<file path="config.mk">
export PLATFORM = sky130hd
export DESIGN_NAME = i2s_sample_scheduler_flat
export DESIGN_NICKNAME = d
export VERILOG_FILES = /design/src/rtl/i2s_sample_scheduler_pkg.sv /design/src/rtl/i2s_sample_scheduler_if.sv /design/src/rtl/i2s_sample_scheduler_stereo_fifo.sv /design/src/rtl/i2s_sample_scheduler.sv /design/src/flat_wrapper.sv
export SDC_FILE = /design/constraint.sdc
export NUM_CORES = 1
export LEC_CHECK = 0
export BUFFER_PORTS_ARGS = -buffer_cell sky130_fd_sc_hd__buf_2
export CAP_MARGIN = 15
export CORE_UTILIZATION = 40
export DETAILED_ROUTE_END_ITERATION = 6
export GPL_TIMING_DRIVEN = 1
export PLACE_DENSITY_LB_ADDON = 0.1
export SLEW_MARGIN = 10
export SYNTH_ARGS = -nofsm -noshare
export SYNTH_HDL_FRONTEND = slang
export SYNTH_HIERARCHICAL = 1
export SYNTH_SLANG_ARGS = --single-unit
</file>
<file path="constraint.sdc">
create_clock -name clk -period 4.4 [get_ports clk]
set_input_delay 0 -clock clk [delete_from_list [all_inputs] [get_ports clk]]
set_output_delay 0 -clock clk [all_outputs]
set_load 0.01 [all_outputs]
</file>
<file path="src/rtl/i2s_sample_scheduler_pkg.sv">
// Shared types and constants for the I2S sample scheduler.
package i2s_sched_pkg;

   localparam int unsigned SAMPLE_W = 32;
   localparam int unsigned PAIR_W   = 2 * SAMPLE_W;
   localparam int unsigned CNT_W    = 16;
   localparam logic [CNT_W-1:0] CNT_MAX = 16'hFFFF;

   typedef enum logic [1:0] {
      S_MUTE = 2'b01,
      S_PLAY = 2'b10
   } state_e;

endpackage

</file>
<file path="src/rtl/i2s_sample_scheduler_if.sv">
// Sample-pair stream from the USB receiver into the scheduler.
interface i2s_sched_if;
   import i2s_sched_pkg::*;

   logic                in_valid;
   logic [SAMPLE_W-1:0] in_left;
   logic [SAMPLE_W-1:0] in_right;
   logic                in_ready;

   modport master (output in_valid, output in_left, output in_right, input in_ready);
   modport slave  (input in_valid, input in_left, input in_right, output in_ready);

endinterface

</file>
<file path="src/rtl/i2s_sample_scheduler_stereo_fifo.sv">
// Ring FIFO of stereo pairs; pointers carry a wrap bit so full/empty need no extra flag.
module stereo_fifo
   import i2s_sched_pkg::*;
#(
   parameter int unsigned DEPTH = 16,
   localparam int unsigned AW   = $clog2(DEPTH)
) (
   input  logic              clk,
   input  logic              rst,
   input  logic              flush,
   input  logic              push,
   input  logic              pop,
   input  logic [PAIR_W-1:0] wdata,
   output logic [PAIR_W-1:0] rdata,
   output logic              full,
   output logic              empty,
   output logic [AW:0]       level
);

   logic [AW:0]       wr_ptr_q, rd_ptr_q;
   logic [PAIR_W-1:0] mem_q [DEPTH];

   assign full  = (wr_ptr_q ^ rd_ptr_q) == {1'b1, {AW{1'b0}}};
   assign empty = wr_ptr_q == rd_ptr_q;
   assign level = wr_ptr_q - rd_ptr_q;
   assign rdata = mem_q[rd_ptr_q[AW-1:0]];

   always_ff @(posedge clk) begin
      if (rst || flush) begin
         wr_ptr_q <= '0;
         rd_ptr_q <= '0;
      end else begin
         if (push) wr_ptr_q <= wr_ptr_q + 1'b1;
         if (pop)  rd_ptr_q <= rd_ptr_q + 1'b1;
      end
   end

   always_ff @(posedge clk) begin
      if (push) mem_q[wr_ptr_q[AW-1:0]] <= wdata;
   end

endmodule

</file>
<file path="src/rtl/i2s_sample_scheduler.sv">
// Buffers stereo pairs and stages one per i2s_master frame request.
// Define I2S_SCHED_STATS_EN to build the saturating underrun/overflow counters.
module i2s_sample_scheduler
   import i2s_sched_pkg::*;
#(
   parameter int unsigned DEPTH       = 16,
   parameter int unsigned START_LEVEL = DEPTH / 2,
   localparam int unsigned AW         = $clog2(DEPTH)
) (
   input  logic                clk,
   input  logic                rst,
   input  logic                play_en,
   i2s_sched_if.slave          src,
   input  logic                en,
   output logic [SAMPLE_W-1:0] left_channel,
   output logic [SAMPLE_W-1:0] right_channel,
   output logic [AW:0]         level,
   output logic                playing,
   output logic                underrun,
   output logic                overflow,
   input  logic                stats_clr,
   output logic [CNT_W-1:0]    underrun_cnt,
   output logic [CNT_W-1:0]    overflow_cnt
);

   state_e              state_q;
   logic                play_en_q;
   logic                stage_vld_q;
   logic [SAMPLE_W-1:0] stage_l_q, stage_r_q;
   logic                underrun_q, overflow_q;

   logic              full, empty, push, drop, pop, ur_evt;
   logic [PAIR_W-1:0] rdata;

   // Ready is decoded from flops only so reset holds it low.
   assign src.in_ready = play_en_q && !full;
   assign push   = play_en && src.in_valid && src.in_ready;
   assign drop   = play_en && src.in_valid && !src.in_ready;
   assign pop    = (state_q == S_PLAY) && play_en && !en && !stage_vld_q && !empty;
   assign ur_evt = (state_q == S_PLAY) && play_en && en && !stage_vld_q;

   stereo_fifo #(
      .DEPTH (DEPTH)
   ) u_fifo (
      .clk   (clk),
      .rst   (rst),
      .flush (!play_en),
      .push  (push),
      .pop   (pop),
      .wdata ({src.in_left, src.in_right}),
      .rdata (rdata),
      .full  (full),
      .empty (empty),
      .level (level)
   );

   always_ff @(posedge clk) begin
      if (rst) begin
         state_q     <= S_MUTE;
         play_en_q   <= 1'b0;
         stage_vld_q <= 1'b0;
         stage_l_q   <= '0;
         stage_r_q   <= '0;
         underrun_q  <= 1'b0;
         overflow_q  <= 1'b0;
      end else begin
         play_en_q  <= play_en;
         underrun_q <= ur_evt;
         overflow_q <= drop;
         if (!play_en) begin
            state_q     <= S_MUTE;
            stage_vld_q <= 1'b0;
            stage_l_q   <= '0;
            stage_r_q   <= '0;
         end else begin
            unique case (state_q)
               S_MUTE: begin
                  stage_vld_q <= 1'b0;
                  stage_l_q   <= '0;
                  stage_r_q   <= '0;
                  if (level >= (AW+1)'(START_LEVEL)) state_q <= S_PLAY;
               end
               S_PLAY: begin
                  // A consume in the same cycle defers any load by one cycle.
                  if (en && stage_vld_q) begin
                     stage_vld_q <= 1'b0;
                  end else if (ur_evt) begin
                     stage_l_q <= '0;
                     stage_r_q <= '0;
                     state_q   <= S_MUTE;
                  end else if (pop) begin
                     stage_l_q   <= rdata[PAIR_W-1:SAMPLE_W];
                     stage_r_q   <= rdata[SAMPLE_W-1:0];
                     stage_vld_q <= 1'b1;
                  end
               end
               default: state_q <= S_MUTE;
            endcase
         end
      end
   end

   assign left_channel  = stage_l_q;
   assign right_channel = stage_r_q;
   assign playing       = state_q == S_PLAY;
   assign underrun      = underrun_q;
   assign overflow      = overflow_q;

`ifdef I2S_SCHED_STATS_EN
   logic [CNT_W-1:0] underrun_cnt_q, overflow_cnt_q;

   always_ff @(posedge clk) begin
      if (rst || stats_clr) begin
         underrun_cnt_q <= '0;
         overflow_cnt_q <= '0;
      end else begin
         if (ur_evt && underrun_cnt_q != CNT_MAX) underrun_cnt_q <= underrun_cnt_q + 1'b1;
         if (drop && overflow_cnt_q != CNT_MAX)   overflow_cnt_q <= overflow_cnt_q + 1'b1;
      end
   end

   assign underrun_cnt = underrun_cnt_q;
   assign overflow_cnt = overflow_cnt_q;
`else
   logic unused_stats_clr;
   assign unused_stats_clr = stats_clr;
   assign underrun_cnt     = '0;
   assign overflow_cnt     = '0;
`endif

endmodule

</file>
<file path="src/flat_wrapper.sv">
// flat-port wrapper written by rule: the top's interface ports become plain ports
module i2s_sample_scheduler_flat import i2s_sched_pkg::*;
#(
   parameter int unsigned DEPTH       = 16,
   parameter int unsigned START_LEVEL = DEPTH / 2,
   localparam int unsigned AW         = $clog2(DEPTH)
)
  (clk, rst, play_en, en, left_channel, right_channel, level, playing, underrun, overflow, stats_clr, underrun_cnt, overflow_cnt, src_in_valid, src_in_left, src_in_right, src_in_ready);
  i2s_sched_if src_i ();
  input  logic clk;
  input  logic rst;
  input  logic play_en;
  input  logic en;
  output logic [SAMPLE_W-1:0] left_channel;
  output logic [SAMPLE_W-1:0] right_channel;
  output logic [AW:0] level;
  output logic playing;
  output logic underrun;
  output logic overflow;
  input  logic stats_clr;
  output logic [CNT_W-1:0] underrun_cnt;
  output logic [CNT_W-1:0] overflow_cnt;
  input wire logic [$bits(src_i.in_valid)-1:0] src_in_valid;
  input wire logic [$bits(src_i.in_left)-1:0] src_in_left;
  input wire logic [$bits(src_i.in_right)-1:0] src_in_right;
  output wire logic [$bits(src_i.in_ready)-1:0] src_in_ready;
  assign src_i.in_valid = src_in_valid;
  assign src_i.in_left = src_in_left;
  assign src_i.in_right = src_in_right;
  assign src_in_ready = src_i.in_ready;
  i2s_sample_scheduler #(.DEPTH(DEPTH), .START_LEVEL(START_LEVEL)) u_core (.clk(clk), .rst(rst), .play_en(play_en), .src(src_i), .en(en), .left_channel(left_channel), .right_channel(right_channel), .level(level), .playing(playing), .underrun(underrun), .overflow(overflow), .stats_clr(stats_clr), .underrun_cnt(underrun_cnt), .overflow_cnt(overflow_cnt));
endmodule
</file>
==> impl_metrics.json, run 1 <==
{
  "status": "complete, no violations",
  "hp-class": "in -> reg",
  "viasPerCell": 5.40,
  "hpwl_um": 52700,
  "final_layout_size_suffix_gt1_share_pct": 29.1,
  "crit_fanout": 29,
  "drc": 0,
  "cts_tree": "done",
  "wirelength_um": 97600,
  "yosys-top-cells-area": "edfxtp_1 (74%), mux4_2 (14%), dfxtp_1 (4.0%)",
  "cts-root-buf": "clkbuf_16",
  "drtAntennaViolNets": 0,
  "worstSetupPathType": "reg -> reg",
  "start_util_pct": 40.6,
  "dieArea_um2": 105000,
  "grt_antenna_before_repair": 4,
  "ys.flop_type": "edfxtp_1",
  "core_um2": 102000,
  "yosysMostFrequentCell": "edfxtp_1",
  "skew_ns": 0.0320,
  "io_buffers": 141,
  "setup_viol_count_final": 0,
  "rows": 117,
  "regArea_um2": 32400,
  "syn-instance-count": 1863,
  "synthTopCellsByCount": "edfxtp_1 (1024), mux4_2 (256), a22oi_1 (128)",
  "grt_use_total_pct": 18.7,
  "ys_async_sr_fraction_pct": 0,
  "ys_ff_latch": 1108,
  "slew_viol_final": 0,
  "synth_top_cell_by_area": "edfxtp_1",
  "cts_made_buffers": 117,
  "htreeDepth": 3,
  "clock_sinks": 1108,
  "final_util_pct": 47.6,
  "fin_setup_tns_ns": 0,
  "layout_min_cycle_time_ns": 3.42,
  "grt_pass1_wl_um": 145000,
  "seq_area_frac_synth_pct": 78.1,
  "die_x_um": 324,
  "vdd_drop_max_uv": 332,
  "io_pins": 175,
  "min_period_over_period_pct": 77.6,
  "worst_pin_slew_ns": 0.946,
  "hold_viol": 0,
  "syn_avg_cell_area_um2": 22.3,
  "synth_top_area_share_pct": 74.0,
  "first_pass_iters": 5,
  "cp-end-kind": "flip-flop",
  "vias": 19559,
  "synth_warnings": 6,
  "avgRoutedWirePerCell_um": 26.9,
  "crit_required_ns": 4.75,
  "power.leakage_nw": 15.5,
  "multi_input_area_um2": 8440,
  "dp_slack_ns": 1.04,
  "cts_setup_buffers": 0,
  "gp_congestion": 0.719,
  "grt_max_degree": 65,
  "worst_slack_ns": 0.984,
  "cp.arrival_ns": 3.77,
  "cap_violations": 0,
  "rsz0062_at_grt": "no",
  "clk_latency_ns": 0.69,
  "synth_edf_count": 1024,
  "netlist_area_um2": 41600,
  "nets": 2233,
  "grt_pass1_vias": 20987,
  "cts.path.max_buffers": 3,
  "syn_to_final_growth_pct": 17.2,
  "grt_overflow_total": 0,
  "crit_path_cell_trace": "inv_1 > ha_1 > nand4_1 > nor2_1 > nor2b_1 > and3_2 > nor3b_1 > and2_4 > buf_4",
  "cts.clk_slew.worst_paths_ns": 0.06,
  "slew_headroom_pct": 36.9,
  "die_h_um": 324,
  "powerDensity_nw_per_um2": 444,
  "drt_iter0_markers": 1275,
  "cpMaxStageDelayCell": "and2_4",
  "yosys.cell_types.count": 38,
  "startpoint_type": "flip-flop",
  "max_stage_delay_ns": 0.64,
  "fill_cells": 8425,
  "fmax_ghz": 0.293
}
[worst paths after layout]
| path | startpoint | to | slack [ns] | cells past startpoint |
|---|---|---|---|---|
| worst max register to register | u_core/u_fifo/wr_ptr_q[0]$_SDFFE_PP0P_ | u_core/u_fifo/mem_q[1][51]$_DFFE_PP_ | 0.98 | 9 |
| worst min register to register | u_core/left_channel[0]$_SDFFE_PP0P_ | u_core/left_channel[0]$_SDFFE_PP0P_ | 0.47 | 1 |
| worst max-delay path | u_core/u_fifo/wr_ptr_q[0]$_SDFFE_PP0P_ | u_core/u_fifo/mem_q[1][51]$_DFFE_PP_ | 0.98 | 9 |
| worst min-delay path | play_en | u_core/play_en_q$_SDFF_PP0_ | 0.17 | 4 |
[registers in the layout (all words and copies together) (netlist names), named ones only]
name	cells
u_core/u_fifo/mem_q	1024
u_core/left_channel	32
u_core/right_channel	32
u_core/u_fifo/rd_ptr_q	5
u_core/u_fifo/wr_ptr_q	5
u_core/state_q	2
u_core/overflow	1
u_core/play_en_q	1
u_core/stage_vld_q	1
u_core/underrun	1
[power breakdown]
part           switching [W]  total, W  internal (W)
clock                0.00399   0.00982       0.00584
sequential        0.00000275    0.0115        0.0115
combinational       0.000188  0.000273     0.0000847
[layout make-up]
class	instances	share of cell area (%)
inverters	12	0.0925
flip-flops and latches	1108	66.6
clock buffers	166	6.75
repair buffers	269	4.45
clock inverters	56	1.21
multi-input cells	643	17.3
diodes	3	0.0154
well taps	1368	3.52
[worst max-delay path: cells and delay by family, from the launching register on]
| family | cells | cell delay, ns |
|---|---|---|
| AND/OR/NAND/NOR | 6 | 1.79 |
| flip-flops | 1 | 0.42 |
| adder cells (fa/ha/maj) | 1 | 0.34 |
| buffers and inverters | 2 | 0.49 |
[metal layers]
metal / wire length, um / GRT usage (%) / up-vias
met5: 21 / 0 / -
met4: 1680 / 4.13 / 4
met3: 4060 / 3.27 / 133
met2: 48600 / 31.2 / 421
met1: 43200 / 25.9 / 10609
li1: - / - / 8392
[cell usage in the layout (no fill, tap or decap), types with 3 or more instances in the layout]
cell type,n
a22o_1,64
inv_6,3
clkinv_2,21
and2_4,17
buf_4,32
clkinv_1,14
xnor2_1,8
nor2_1,19
a22oi_1,128
a21oi_1,3
clkbuf_8,9
diode_2,3
dfxtp_1,82
dlygate4sd3_1,70
ha_1,11
conb_1,32
buf_12,26
nand2_1,68
nor3b_1,3
buf_2,141
mux4_2,256
inv_1,12
bufinv_16,11
edfxtp_1,1024
nand4_1,4
clkbuf_1,36
xor2_1,4
clkinvlp_4,3
clkbuf_16,121
[what timing repair did]
item | CTS | global route
endpoints found under the hold margin | 1044 | 0
gates resized for setup | 0 | 0
hold buffers | 70 | 0
[metrics by stage]
stage	cell area (um2)	cells	hold slack, ns	total power (W)
2_1_floorplan	41700	1894	0.0766	0.0118
3_3_place_gp	44100	3330	0.233	0.0119
4_1_cts	48700	3622	0.119	0.0219
3_5_place_dp	44100	3330	0.238	0.0120
5_1_grt	48700	3623	0.172	0.0223
6_report	48700	3625	0.175	0.0216
[kinds of logic (layout without fill, tap and decap cells)]
family,Yosys count,after routing,share of synthesized area [%]
flip-flops,1108,1108,78.1
multiplexers,258,258,13.9
AO/OA/AOI/OAI,202,202,3.86
buffers and inverters,143,503,2.08
AND/OR/NAND/NOR,127,127,1.45
adder cells (fa/ha/maj),12,12,0.379
XOR/XNOR,12,12,0.253
other,1,35,0.00903
Power figures use the tool's default switching activity.
==> inputs of run 2 (changes only) <==
--- a/config.mk
+++ b/config.mk
@@ -5,6 +5,7 @@
 export SDC_FILE = /design/constraint.sdc
 export NUM_CORES = 1
 export LEC_CHECK = 0
+export ABC_AREA = 1
 export BUFFER_PORTS_ARGS = -buffer_cell sky130_fd_sc_hd__buf_2
 export CAP_MARGIN = 15
 export CORE_UTILIZATION = 40
==> constraint.sdc (replaced) <==
create_clock -name clk -period 3.3 [get_ports clk]
set_input_delay 0 -clock clk [delete_from_list [all_inputs] [get_ports clk]]
set_output_delay 0 -clock clk [all_outputs]
set_load 0.01 [all_outputs]
==> impl_metrics.json, run 2 <==
{
  "cap_violations": 0,
  "cts-root-buf": "clkbuf_16",
  "grt_overflow_total": 0,
  "cts_made_buffers": 120,
  "clock_sinks": 1108,
  "final_util_pct": 46.5,
  "clk_latency_ns": 0.71,
  "synth_top_area_share_pct": 63.8,
  "cts_tree": "done",
  "hold_viol": 0,
  "fin_setup_tns_ns": 0,
  "largest_register_ff_count": 1024,
  "drt_iter0_markers": 2721,
  "yosysMostFrequentCell": "nand2_1",
  "crit_fanout": 30,
  "cts.path.max_buffers": 3,
  "crit_required_ns": 3.63,
  "hold_path_end": "u_core/underrun$_SDFF_PP0_",
  "worst_pin_slew_ns": 0.942,
  "whs_path_depth": 3,
  "grtUsageMet1_pct": 30.4,
  "p_comb_share_pct": 1.6,
  "setup_viol_count_final": 0,
  "syn_avg_cell_area_um2": 10.0,
  "use_met2_pct": 35.4,
  "cp-end-kind": "flip-flop",
  "netlist_area_um2": 48200,
  "r2r_setup_slack_ns": 0.35,
  "cts.clk_slew.worst_paths_ns": 0.06,
  "r2r_end": "u_core/u_fifo/mem_q[2][46]$_DFFE_PP_",
  "synth_warnings": 6,
  "gp_congestion": 0.777,
  "yosys.cell_types.count": 29,
  "grtUsageMet3_pct": 2.78,
  "grt_max_degree": 176,
  "nets": 5049,
  "hp-class": "in -> reg",
  "final_layout_size_suffix_gt1_share_pct": 8.34,
  "p_clk_share_pct": 45.2,
  "avgRoutedWirePerCell_um": 19.7,
  "status": "complete, no violations",
  "io_buffers": 141,
  "ctsResizeCount": 0,
  "grt_pass1_vias": 30804,
  "slew_headroom_pct": 37.2,
  "core_um2": 119000,
  "min_period_over_period_pct": 89.4,
  "start_util_pct": 40.6,
  "dieArea_um2": 122000,
  "vias": 32149,
  "worstReg2RegStart": "u_core/u_fifo/wr_ptr_q[0]$_SDFFE_PP0P_",
  "synthTopCellsByCount": "nand2_1 (1466), edfxtp_1 (1024), inv_1 (869)",
  "rows": 126,
  "skew_ns": 0.0203,
  "switchingPower_w": 0.00581,
  "drtAntennaViolNets": 0,
  "layout_commonest_cell": "nand2_1",
  "seq_area_frac_synth_pct": 67.3,
  "layout_common_cells": "nand2_1 (1465), edfxtp_1 (1024), inv_1 (867)",
  "io_pins": 175,
  "fmax_ghz": 0.339,
  "switching_share_pct": 20.2,
  "syn_to_final_growth_pct": 14.6,
  "grt_use_total_pct": 21.6,
  "die_h_um": 349,
  "p_int_w": 0.0230,
  "slew_viol_final": 0,
  "vdd_drop_max_uv": 455,
  "ys_async_sr_fraction_pct": 0,
  "rsz0062_at_grt": "no",
  "yosys-top-cells-area": "edfxtp_1 (64%), nand2_1 (11%), nand3_1 (8.5%)",
  "ys.flop_type": "edfxtp_1",
  "min_from": "rst",
  "grt_antenna_before_repair": 6,
  "grt_pass1_wl_um": 198000,
  "first_pass_iters": 5,
  "drc": 0,
  "ys_ff_latch": 1108,
  "synth_top_cell_by_area": "edfxtp_1",
  "die_x_um": 349,
  "seqPwrFrac_pct": 53.2,
  "worstRegToRegCells": 9,
  "syn-instance-count": 4799,
  "cp.arrival_ns": 3.28,
  "htreeDepth": 3,
  "startpoint_type": "flip-flop",
  "wirelength_um": 131000,
  "layout_min_cycle_time_ns": 2.95,
  "synth_edf_count": 1024,
  "viasPerCell": 4.82,
  "worstSetupPathType": "reg -> reg",
  "powerDensity_nw_per_um2": 522,
  "fill_cells": 11118,
  "grt_busiest_layer": "met2",
  "power.leakage_nw": 23.4,
  "hpwl_um": 70500
}
==> run 2: cell types whose count changed after synthesis, sizes merged, moves of 33 or more <==
cell / previous run / this run
mux4: 256 / 0
a22o: 64 / 0
nand3: 0 / 820
a21oi: 3 / 36
a22oi: 128 / 0
nor2: 21 / 179
nand2: 68 / 1469
buf: 86 / 252
inv: 12 / 875
==> run 2: cell families (layout without fill, tap and decap cells) <==
kind of cell / Yosys count / count (layout) / share of synthesized area [%]
xor gates and xnor gates: 7 / 7 / 0.127
AOI/OAI and AO/OA: 43 / 43 / 0.462
DFF: 1108 / 1108 / 67.3
and+or+nand+nor: 2474 / 2474 / 21.5
adders and majority gates: 12 / 12 / 0.327
buffers and inverters: 1154 / 1397 / 10.3
other: 1 / 34 / 0.00778
==> run 2: final cells by class <==
type | instances | area [um2] | area share, %
clock inverter | 47 | 323 | 0.585
sequential | 1108 | 32400 | 58.8
inverter | 875 | 3320 | 6.01
clock buffer | 181 | 3500 | 6.34
tap | 1600 | 2000 | 3.63
multi-input combinational | 2568 | 11000 | 20.0
antenna | 2 | 5.00 | 0.00907
timing repair buffer | 294 | 2580 | 4.67
==> run 2: how the worst max path moves through the flow <==
stage,start,end,slack [ns],cells after the start
2_1_floorplan,u_core/u_fifo/wr_ptr_q[0]$_SDFFE_PP0P_,u_core/u_fifo/mem_q[15][0]$_DFFE_PP_,-0.38,8
3_3_place_gp,u_core/u_fifo/wr_ptr_q[0]$_SDFFE_PP0P_,u_core/u_fifo/mem_q[0][21]$_DFFE_PP_,0.40,9
3_5_place_dp,u_core/u_fifo/wr_ptr_q[0]$_SDFFE_PP0P_,u_core/u_fifo/mem_q[2][52]$_DFFE_PP_,0.39,9
4_1_cts,u_core/u_fifo/wr_ptr_q[0]$_SDFFE_PP0P_,u_core/u_fifo/mem_q[2][46]$_DFFE_PP_,0.36,9
5_1_grt,u_core/u_fifo/wr_ptr_q[0]$_SDFFE_PP0P_,u_core/u_fifo/mem_q[2][45]$_DFFE_PP_,0.11,9
6_report,u_core/u_fifo/wr_ptr_q[0]$_SDFFE_PP0P_,u_core/u_fifo/mem_q[2][46]$_DFFE_PP_,0.35,9
==> run 2: power by group through the flow <==
stage	Combinational, W	Clock, W	Sequential (W)
floorplan	0.000121	0	0.0156
detailed placement	0.000390	0	0.0156
finish	0.000447	0.0130	0.0153
CTS	0.000460	0.0134	0.0153
global placement	0.000387	0	0.0156
global route	0.000496	0.0138	0.0153
==> run 2: critical path: stages (launching register included) <==
cell and delay (ns):
dfxtp_1 0.43, inv_1 0.12, ha_1 0.33, nand4_1 0.12, nor2_1 0.07, nor4_1 0.28, buf_4 0.20, nand2_1 0.25
nor2_4 0.22, buf_4 0.50
==> run 2: timing repair <==
item                                   in CTS  in global routing
setup buffers                               0                  0
endpoints found under the hold margin    1043                  0
hold buffers                               69                  0
==> run 2: stage by stage <==
stage	area (um2)	worst slack (ns)	total power, W	hold WS (ns)	instances
3_3_place_gp	50700	0.396	0.0160	0.304	6376
2_1_floorplan	48400	-0.382	0.0158	0.0724	4830
3_5_place_dp	50700	0.390	0.0160	0.312	6376
6_report	55200	0.351	0.0288	0.122	6675
5_1_grt	55200	0.111	0.0296	0.126	6674
4_1_cts	55200	0.363	0.0292	0.0631	6673
==> run 2: metal layers <==
metal / up-vias / share of wire, %
li1: 15642 / -
met5: - / 0.011
met4: 2 / 2.0
met1: 15523 / 46
met2: 808 / 47
met3: 174 / 4.9
